<file path="config.mk">
export PLATFORM = sky130hd
export DESIGN_NAME = hba_quad_multi
export DESIGN_NICKNAME = d
export VERILOG_FILES = /design/src/rtl/hba_quad_multi.sv
export SDC_FILE = /design/constraint.sdc
export NUM_CORES = 1
export LEC_CHECK = 0
export CAP_MARGIN = 40
export CORE_ASPECT_RATIO = 2
export CORE_MARGIN = 2
export CORE_UTILIZATION = 60
export DETAILED_ROUTE_END_ITERATION = 10
export GPL_TIMING_DRIVEN = 1
export PLACE_DENSITY = 0.82
export SETUP_SLACK_MARGIN = 0.4
export SYNTH_ARGS = -nofsm -noshare
export SYNTH_HDL_FRONTEND = slang
export SYNTH_SLANG_ARGS = --single-unit
</file>
<file path="constraint.sdc">
create_clock -name hba_clk -period 6.49 [get_ports hba_clk]
set_clock_uncertainty 0.05 [all_clocks]
set_input_delay 0.9735 -clock hba_clk [delete_from_list [all_inputs] [get_ports hba_clk]]
set_output_delay 0.9735 -clock hba_clk [all_outputs]
set_load 0.1 [all_outputs]
</file>
<file path="src/rtl/hba_quad_multi.sv">
// hba_quad_multi: HBA-bus quadrature decoder. It decodes NUM_CH x4 encoder pairs into
//    signed up/down counters, with atomic snapshot, clear, CHANGED/ERROR flags and a
//    maskable interrupt.
// Latency: a pin edge sampled at clock edge k shows in the live count after edge k+3.
//    The bus acks one cycle after select. Clear and snapshot take effect the cycle
//    after the write ack.
// Backpressure: none. Every matching transfer is acked exactly once. The slave then
//    waits for select to drop before it accepts the next transfer.
// Ports:
//    hba_clk, hba_reset      clock, synchronous active-high reset
//    hba_select/rnw/abus     transfer request, direction, {peripheral, register} address
//    hba_dbus                write data
//    hba_dbus_slave          read data (0 outside the ack cycle)
//    hba_xferack_slave       one-cycle transfer acknowledge
//    slave_interrupt         intr_en & (any CHANGED | any ERROR), registered
//    quad_enc_a/b            asynchronous encoder pins, one pair per channel
module hba_quad_multi #(
   parameter int                DBUS_WIDTH        = 8,
   parameter int                PERIPH_ADDR_WIDTH = 4,
   parameter int                REG_ADDR_WIDTH    = 8,
   parameter int                ADDR_WIDTH        = PERIPH_ADDR_WIDTH + REG_ADDR_WIDTH,
   parameter int                PERIPH_ADDR       = 0,
   parameter int                NUM_CH            = 2,
   parameter int                COUNT_WIDTH       = 16,
   parameter logic [NUM_CH-1:0] DIR_INVERT        = '0
) (
   input  logic                  hba_clk,
   input  logic                  hba_reset,
   input  logic                  hba_rnw,
   input  logic                  hba_select,
   input  logic [ADDR_WIDTH-1:0] hba_abus,
   input  logic [DBUS_WIDTH-1:0] hba_dbus,
   output logic [DBUS_WIDTH-1:0] hba_dbus_slave,
   output logic                  hba_xferack_slave,
   output logic                  slave_interrupt,
   input  logic [NUM_CH-1:0]     quad_enc_a,
   input  logic [NUM_CH-1:0]     quad_enc_b
);

   localparam int NB        = COUNT_WIDTH / 8;
   localparam int SNAP_BASE = 4;

   typedef enum logic [1:0] {S_IDLE, S_ACK, S_WAIT} state_t;

   // Forward Gray order on {A,B}: 00 -> 01 -> 11 -> 10 -> 00
   function automatic logic [1:0] gray_next(input logic [1:0] s);
      logic [1:0] r;
      case (s)
         2'b00:   r = 2'b01;
         2'b01:   r = 2'b11;
         2'b11:   r = 2'b10;
         default: r = 2'b00;
      endcase
      return r;
   endfunction

   // ---------------------------------------------------------------------
   // Bus FSM
   // ---------------------------------------------------------------------
   state_t state_q, state_d;
   logic   periph_hit;
   logic   wr_en;
   logic [REG_ADDR_WIDTH-1:0] reg_addr;
   logic [DBUS_WIDTH-1:0]     rdata;

   assign periph_hit = (hba_abus[ADDR_WIDTH-1:REG_ADDR_WIDTH] == PERIPH_ADDR_WIDTH'(PERIPH_ADDR));
   assign reg_addr   = hba_abus[REG_ADDR_WIDTH-1:0];

   always_ff @(posedge hba_clk) begin
      if (hba_reset) state_q <= S_IDLE;
      else           state_q <= state_d;
   end

   always_comb begin
      state_d = state_q;
      case (state_q)
         S_IDLE:  if (hba_select && periph_hit) state_d = S_ACK;
         S_ACK:   state_d = S_WAIT;
         S_WAIT:  if (!hba_select) state_d = S_IDLE;
         default: state_d = S_IDLE;
      endcase
   end

   always_comb begin
      hba_xferack_slave = (state_q == S_ACK);
      hba_dbus_slave    = (state_q == S_ACK) ? rdata : '0;
   end

   // The write commits on the clock edge that ends the ack cycle
   assign wr_en = (state_q == S_ACK) && !hba_rnw;

   // ---------------------------------------------------------------------
   // Register state
   // ---------------------------------------------------------------------
   logic enable_q, enable_d;
   logic intr_en_q, intr_en_d;
   logic clr_q, clr_d;                // one-cycle clear strobe
   logic snp_q, snp_d;                // one-cycle snapshot strobe
   logic irq_q, irq_d;
   logic [NUM_CH-1:0] changed_q, changed_d;
   logic [NUM_CH-1:0] error_q, error_d;
   logic [NUM_CH-1:0] err_w1c;
   logic [COUNT_WIDTH-1:0] cnt_q  [NUM_CH];
   logic [COUNT_WIDTH-1:0] cnt_d  [NUM_CH];
   logic [COUNT_WIDTH-1:0] snap_q [NUM_CH];
   logic [COUNT_WIDTH-1:0] snap_d [NUM_CH];

   // Only the low bits of the write data are decoded; the rest are don't-care
   logic unused_dbus;
   assign unused_dbus = ^hba_dbus;

   // ---------------------------------------------------------------------
   // Synchroniser and step decode
   // ---------------------------------------------------------------------
   logic [NUM_CH-1:0] a_s1_q, a_s2_q, b_s1_q, b_s2_q, a_prv_q, b_prv_q;
   logic [NUM_CH-1:0] up_d, dn_d, bad_d;
   logic [NUM_CH-1:0] up_q, dn_q, bad_q;
   logic [NUM_CH-1:0] step_en;

   for (genvar n = 0; n < NUM_CH; n++) begin : g_dec
      logic [1:0] cur, prv;
      logic       fwd, rev;
      assign cur      = {a_s2_q[n], b_s2_q[n]};
      assign prv      = {a_prv_q[n], b_prv_q[n]};
      assign fwd      = (cur == gray_next(prv));
      assign rev      = (prv == gray_next(cur));
      assign up_d[n]  = DIR_INVERT[n] ? rev : fwd;
      assign dn_d[n]  = DIR_INVERT[n] ? fwd : rev;
      assign bad_d[n] = (cur == ~prv);
   end

   // The sync chain and previous state run regardless of enable, so a channel
   // re-enabled after moving does not take a spurious step.
   always_ff @(posedge hba_clk) begin
      if (hba_reset) begin
         a_s1_q  <= '0;
         a_s2_q  <= '0;
         b_s1_q  <= '0;
         b_s2_q  <= '0;
         a_prv_q <= '0;
         b_prv_q <= '0;
         up_q    <= '0;
         dn_q    <= '0;
         bad_q   <= '0;
      end else begin
         a_s1_q  <= quad_enc_a;
         a_s2_q  <= a_s1_q;
         b_s1_q  <= quad_enc_b;
         b_s2_q  <= b_s1_q;
         a_prv_q <= a_s2_q;
         b_prv_q <= b_s2_q;
         up_q    <= up_d;
         dn_q    <= dn_d;
         bad_q   <= bad_d;
      end
   end

   // ---------------------------------------------------------------------
   // Control register writes
   // ---------------------------------------------------------------------
   always_comb begin
      enable_d  = enable_q;
      intr_en_d = intr_en_q;
      clr_d     = 1'b0;
      snp_d     = 1'b0;
      err_w1c   = '0;
      if (wr_en) begin
         case (reg_addr)
            REG_ADDR_WIDTH'(0): begin
               enable_d  = hba_dbus[0];
               intr_en_d = hba_dbus[1];
               clr_d     = hba_dbus[2];
               snp_d     = hba_dbus[3];
            end
            REG_ADDR_WIDTH'(2): err_w1c = hba_dbus[NUM_CH-1:0];
            default: ;
         endcase
      end
   end

   // ---------------------------------------------------------------------
   // Counters, snapshot, flags
   // ---------------------------------------------------------------------
   assign step_en = enable_q ? (up_q | dn_q) : '0;

   always_comb begin
      for (int n = 0; n < NUM_CH; n++) begin
         cnt_d[n] = cnt_q[n];
         if (clr_q)
            cnt_d[n] = '0;                      // clear beats a same-cycle step
         else if (enable_q && up_q[n])
            cnt_d[n] = cnt_q[n] + COUNT_WIDTH'(1);
         else if (enable_q && dn_q[n])
            cnt_d[n] = cnt_q[n] - COUNT_WIDTH'(1);
         // Snapshot takes the pre-step, pre-clear value
         snap_d[n] = snp_q ? cnt_q[n] : snap_q[n];
      end
      // A same-cycle step re-arms CHANGED over the clear/snapshot
      changed_d = ((clr_q || snp_q) ? '0 : changed_q) | step_en;
      // A same-cycle new error survives the W1C
      error_d   = (error_q & ~err_w1c) | bad_q;
      irq_d     = intr_en_q && ((|changed_q) || (|error_q));
   end

   always_ff @(posedge hba_clk) begin
      if (hba_reset) begin
         enable_q  <= 1'b0;
         intr_en_q <= 1'b0;
         clr_q     <= 1'b0;
         snp_q     <= 1'b0;
         irq_q     <= 1'b0;
         changed_q <= '0;
         error_q   <= '0;
         for (int n = 0; n < NUM_CH; n++) begin
            cnt_q[n]  <= '0;
            snap_q[n] <= '0;
         end
      end else begin
         enable_q  <= enable_d;
         intr_en_q <= intr_en_d;
         clr_q     <= clr_d;
         snp_q     <= snp_d;
         irq_q     <= irq_d;
         changed_q <= changed_d;
         error_q   <= error_d;
         for (int n = 0; n < NUM_CH; n++) begin
            cnt_q[n]  <= cnt_d[n];
            snap_q[n] <= snap_d[n];
         end
      end
   end

   assign slave_interrupt = irq_q;

   // ---------------------------------------------------------------------
   // Read mux
   // ---------------------------------------------------------------------
   always_comb begin
      rdata = '0;
      case (reg_addr)
         REG_ADDR_WIDTH'(0): rdata = {6'b0, intr_en_q, enable_q};
         REG_ADDR_WIDTH'(1): rdata[NUM_CH-1:0] = changed_q;
         REG_ADDR_WIDTH'(2): rdata[NUM_CH-1:0] = error_q;
         default: ;
      endcase
      for (int n = 0; n < NUM_CH; n++) begin
         for (int k = 0; k < NB; k++) begin
            if (reg_addr == REG_ADDR_WIDTH'(SNAP_BASE + n*NB + k))
               rdata = snap_q[n][k*8 +: 8];
         end
      end
   end

endmodule
</file>
==> results.yml <==
status:
  outcome: "finished clean"
route:
  drt_wl_total_um: 11400
  num_vias: 4161
  firstDrtPassIters: 5
  drtIter0Drc: 160
  drc: 0
  routedWlPerCell_um: 16.4
  drtAntennaViolNets: 0
  routed_via_density: 5.99
worst_hold_path:
  holdCritStartpoint: "a_s1_q[0]"
  holdPathEnd: "a_s2_q[0]"
  hp-class: "reg -> reg"
  holdPathStages: 1
synthesis:
  synthTopCellsByCount: "dfxtp_1, nor2_1, nand2_1, mux2i_1, a21oi_1"
  synth_area_per_cell_sq_um: 8.72
  dominantRegCellSynth: "dfxtp_1"
  synth_area_leaders: "dfxtp_1, mux2i_1, ha_1"
  syn_inst: 559
  ys_seq_area_share_pct: 38.2
  yosysUniqueCellTypes: 55
  syn_area_sq_um: 4880
  synth_top_area_share_pct: 38.2
  synth-seq-cells: 93
  synth_edf_count: 0
  syn_nets: 617
  synthArstFlopShare_pct: 0
  yosysWarnings: 0
  yosysMostFrequentCell: "dfxtp_1"
  synth_top_area_cell: "dfxtp_1"
timing:
  slew_headroom_pct: 42.1
  worst_pin_slew_ns: 0.865
  timing.final.crit_share_pct: 72.6
  tns_ns: 0
  drv_slew: 0
  finalHoldViolCount: 0
  post-route-min-period_ns: 4.71
  hold_ws_ns: 0.397
  fmaxAchievable_ghz: 0.212
  rsz0062_at_grt: "false"
  finalSetupViolations: 0
global_routing:
  antenna_found_initial: 0
  grt_overflow_total: 0
  grt_pass1_wl_um: 18600
  grt_pass1_vias: 4098
  grt_usage_pct: 27.1
  grt_max_degree: 66
setup_path:
  slowest_delay_ns: 0.60
  crit_slowest_cell: "or4_1"
  crit_chain: "clkdlybuf4s50_1 -> or4_1 -> nor3b_2 -> nand3_1 -> inv_1 -> a22oi_1 -> nor2_1 -> clkdlybuf4s50_1 -> buf_8"
  crit_path_frequent_cell: "clkdlybuf4s50_1"
  critPathRequiredTime_ns: 5.47
  startpoint_type: "input pin"
  endpoint_kind: "output pin"
  timing.rr.start: "enable_q"
  crit_fanout: 8
  r2r_slack_ns: 3.14
  arrival_ns: 3.69
  ff2ff_path_depth: 9
  path_class: "in -> out"
  r2r-end: "cnt_q[0][30]"
clock_network:
  cts_buffers: 9
  post_cts_resized: 0
  h-tree-depth: 3
  clock_latency_ns: 0.34
  cts_setup_buffers: 0
  cts_sinks: 93
  root_buffer: "clkbuf_16"
  cts_tree: "built"
  ctsHoldBuffers: 0
  clk_pin_slew_worst_paths_ns: 0.06
  cts_buffer_depth: 2
die:
  die_area_sq_um: 8910
  core_sq_um: 7890
  die_w_um: 67.7
  die_y_um: 131
  initial_core_util_pct: 61.8
  pin_count: 38
  num_rows: 46
power_and_ir_drop:
  ir_drop_uv: 162
  p_clk_share_pct: 47.5
  netSwitchingPower_uw: 248
  combinationalPowerShare_pct: 3.6
  leakage_uw: 0.00226
  p_int_uw: 935
  powerDensity_nw_per_um2: 206
  p_seq_share_pct: 48.9
  switching_share_pct: 21.0
final_layout:
  register_area_sq_um: 1860
  drive_above_1_share_pct: 8.01
  area_growth_pct: 18.1
  multi_input_area_sq_um: 2880
  fillers: 547
  fin_nets: 652
  n_antenna_cell: 0
placed_design:
  dp_hpwl_um: 8430
  gp_congestion: 0.901
  port_buffers: 33
job:
  drv_cap: 0
metrics by stage:
stage | cell area, sq um | util (%) | total power, uW | worst slack, ns | std cells
after global placement | 5260 | 66.6 | 631 | 1.38 | 667
after CTS | 5760 | 73.0 | 1190 | 1.79 | 695
after floorplan | 4880 | - | 613 | 1.36 | 559
after detailed placement | 5430 | 68.9 | 633 | 1.81 | 679
final | 5760 | 73.0 | 1180 | 1.78 | 695
after global routing | 5760 | 73.0 | 1220 | 1.63 | 695
cells by family after synthesis:
| kind of cell | Yosys count | share of synthesized area [%] |
|---|---|---|
| xor+xnor | 30 | 5.39 |
| buf+inv | 36 | 2.77 |
| fa+ha+maj | 30 | 8.01 |
| flops | 93 | 38.2 |
| compound gates | 125 | 16.9 |
| simple gates | 198 | 19.0 |
| mux | 47 | 9.83 |
cell type report:
type / count / share of cell area [%]
Clock buffer: 9 / 3.91
Sequential cell: 93 / 32.4
Tap cell: 96 / 2.09
Timing Repair Buffer: 48 / 9.13
Clock inverter: 7 / 1.72
Inverter: 12 / 0.782
Multi-Input combinational cell: 430 / 50.0
cells in the final DEF (no fill, tap or decap), drive strengths merged, types with 2 or more instances in the layout:
cell type / instances
clkbuf: 9
clkdlybuf4s50: 32
clkinv: 3
xnor2: 23
nor3: 19
o22ai: 5
nor2b: 16
ha: 28
o21ai: 29
a31oi: 7
nand4b: 3
dfxtp: 93
fa: 2
bufinv: 2
nor2: 69
inv: 13
a221o: 2
o221ai: 2
xor2: 7
or3: 2
nand3b: 2
o211ai: 4
nor4: 3
nand3: 17
o21bai: 2
a211oi: 7
buf: 16
nand2: 53
o21a: 6
a21oi: 37
a211o: 5
mux2: 7
nor3b: 4
mux2i: 40
a21o: 9
o211a: 3
nand2b: 2
critical path, delay by kind of cell:
kind                   cells  cell delay [ns]
and+or+nand+nor            4             1.37
buffers and inverters      4             1.26
AOI/OAI and AO/OA          1             0.09
how the worst max path moves through the flow:
stage	slack [ns]	from	cells after the start	end
2_1_floorplan	1.36	hba_abus[5]	4	hba_dbus_slave[2]
3_3_place_gp	1.38	hba_abus[5]	8	hba_dbus_slave[6]
3_5_place_dp	1.81	hba_abus[5]	9	hba_dbus_slave[6]
4_1_cts	1.79	hba_abus[5]	9	hba_dbus_slave[6]
5_1_grt	1.63	hba_abus[5]	9	hba_dbus_slave[6]
6_report	1.78	hba_abus[5]	9	hba_dbus_slave[6]
per-layer routing:
| metal | part of all wire [%] | up-vias | routed length, um | track usage, % |
|---|---|---|---|---|
| li1 | - | 2054 | - | - |
| met1 | 38 | 1956 | 4310 | 28.7 |
| met5 | 0 | - | 0 | 0 |
| met3 | 3.8 | 35 | 428 | 5.22 |
| met4 | 4.4 | 0 | 503 | 15.0 |
| met2 | 54 | 116 | 6160 | 47.5 |
power by group through the flow:
| stage | Combinational (uW) | Clock, uW | Sequential [uW] |
|---|---|---|---|
| after floorplan | 22.9 | 0 | 590 |
| after global placement | 40.8 | 0 | 591 |
| after detailed placement | 42.4 | 0 | 591 |
| after CTS | 42.5 | 567 | 578 |
| after global routing | 46.1 | 592 | 578 |
| final | 42.6 | 562 | 578 |
sequential cells by signal, indices dropped and copies added, names as in the netlist:
signal,count
a_s1_q,2
enable_q,1
snap_q,32
cnt_q,32
up_q,2
b_prv_q,2
clr_q,1
intr_en_q,1
a_prv_q,2
bad_q,2
changed_q,2
b_s2_q,2
dn_q,2
snp_q,1
a_s2_q,2
slave_interrupt,1
b_s1_q,2
state_q,2
error_q,2
Note: power is estimated with default switching activity, not from simulation.
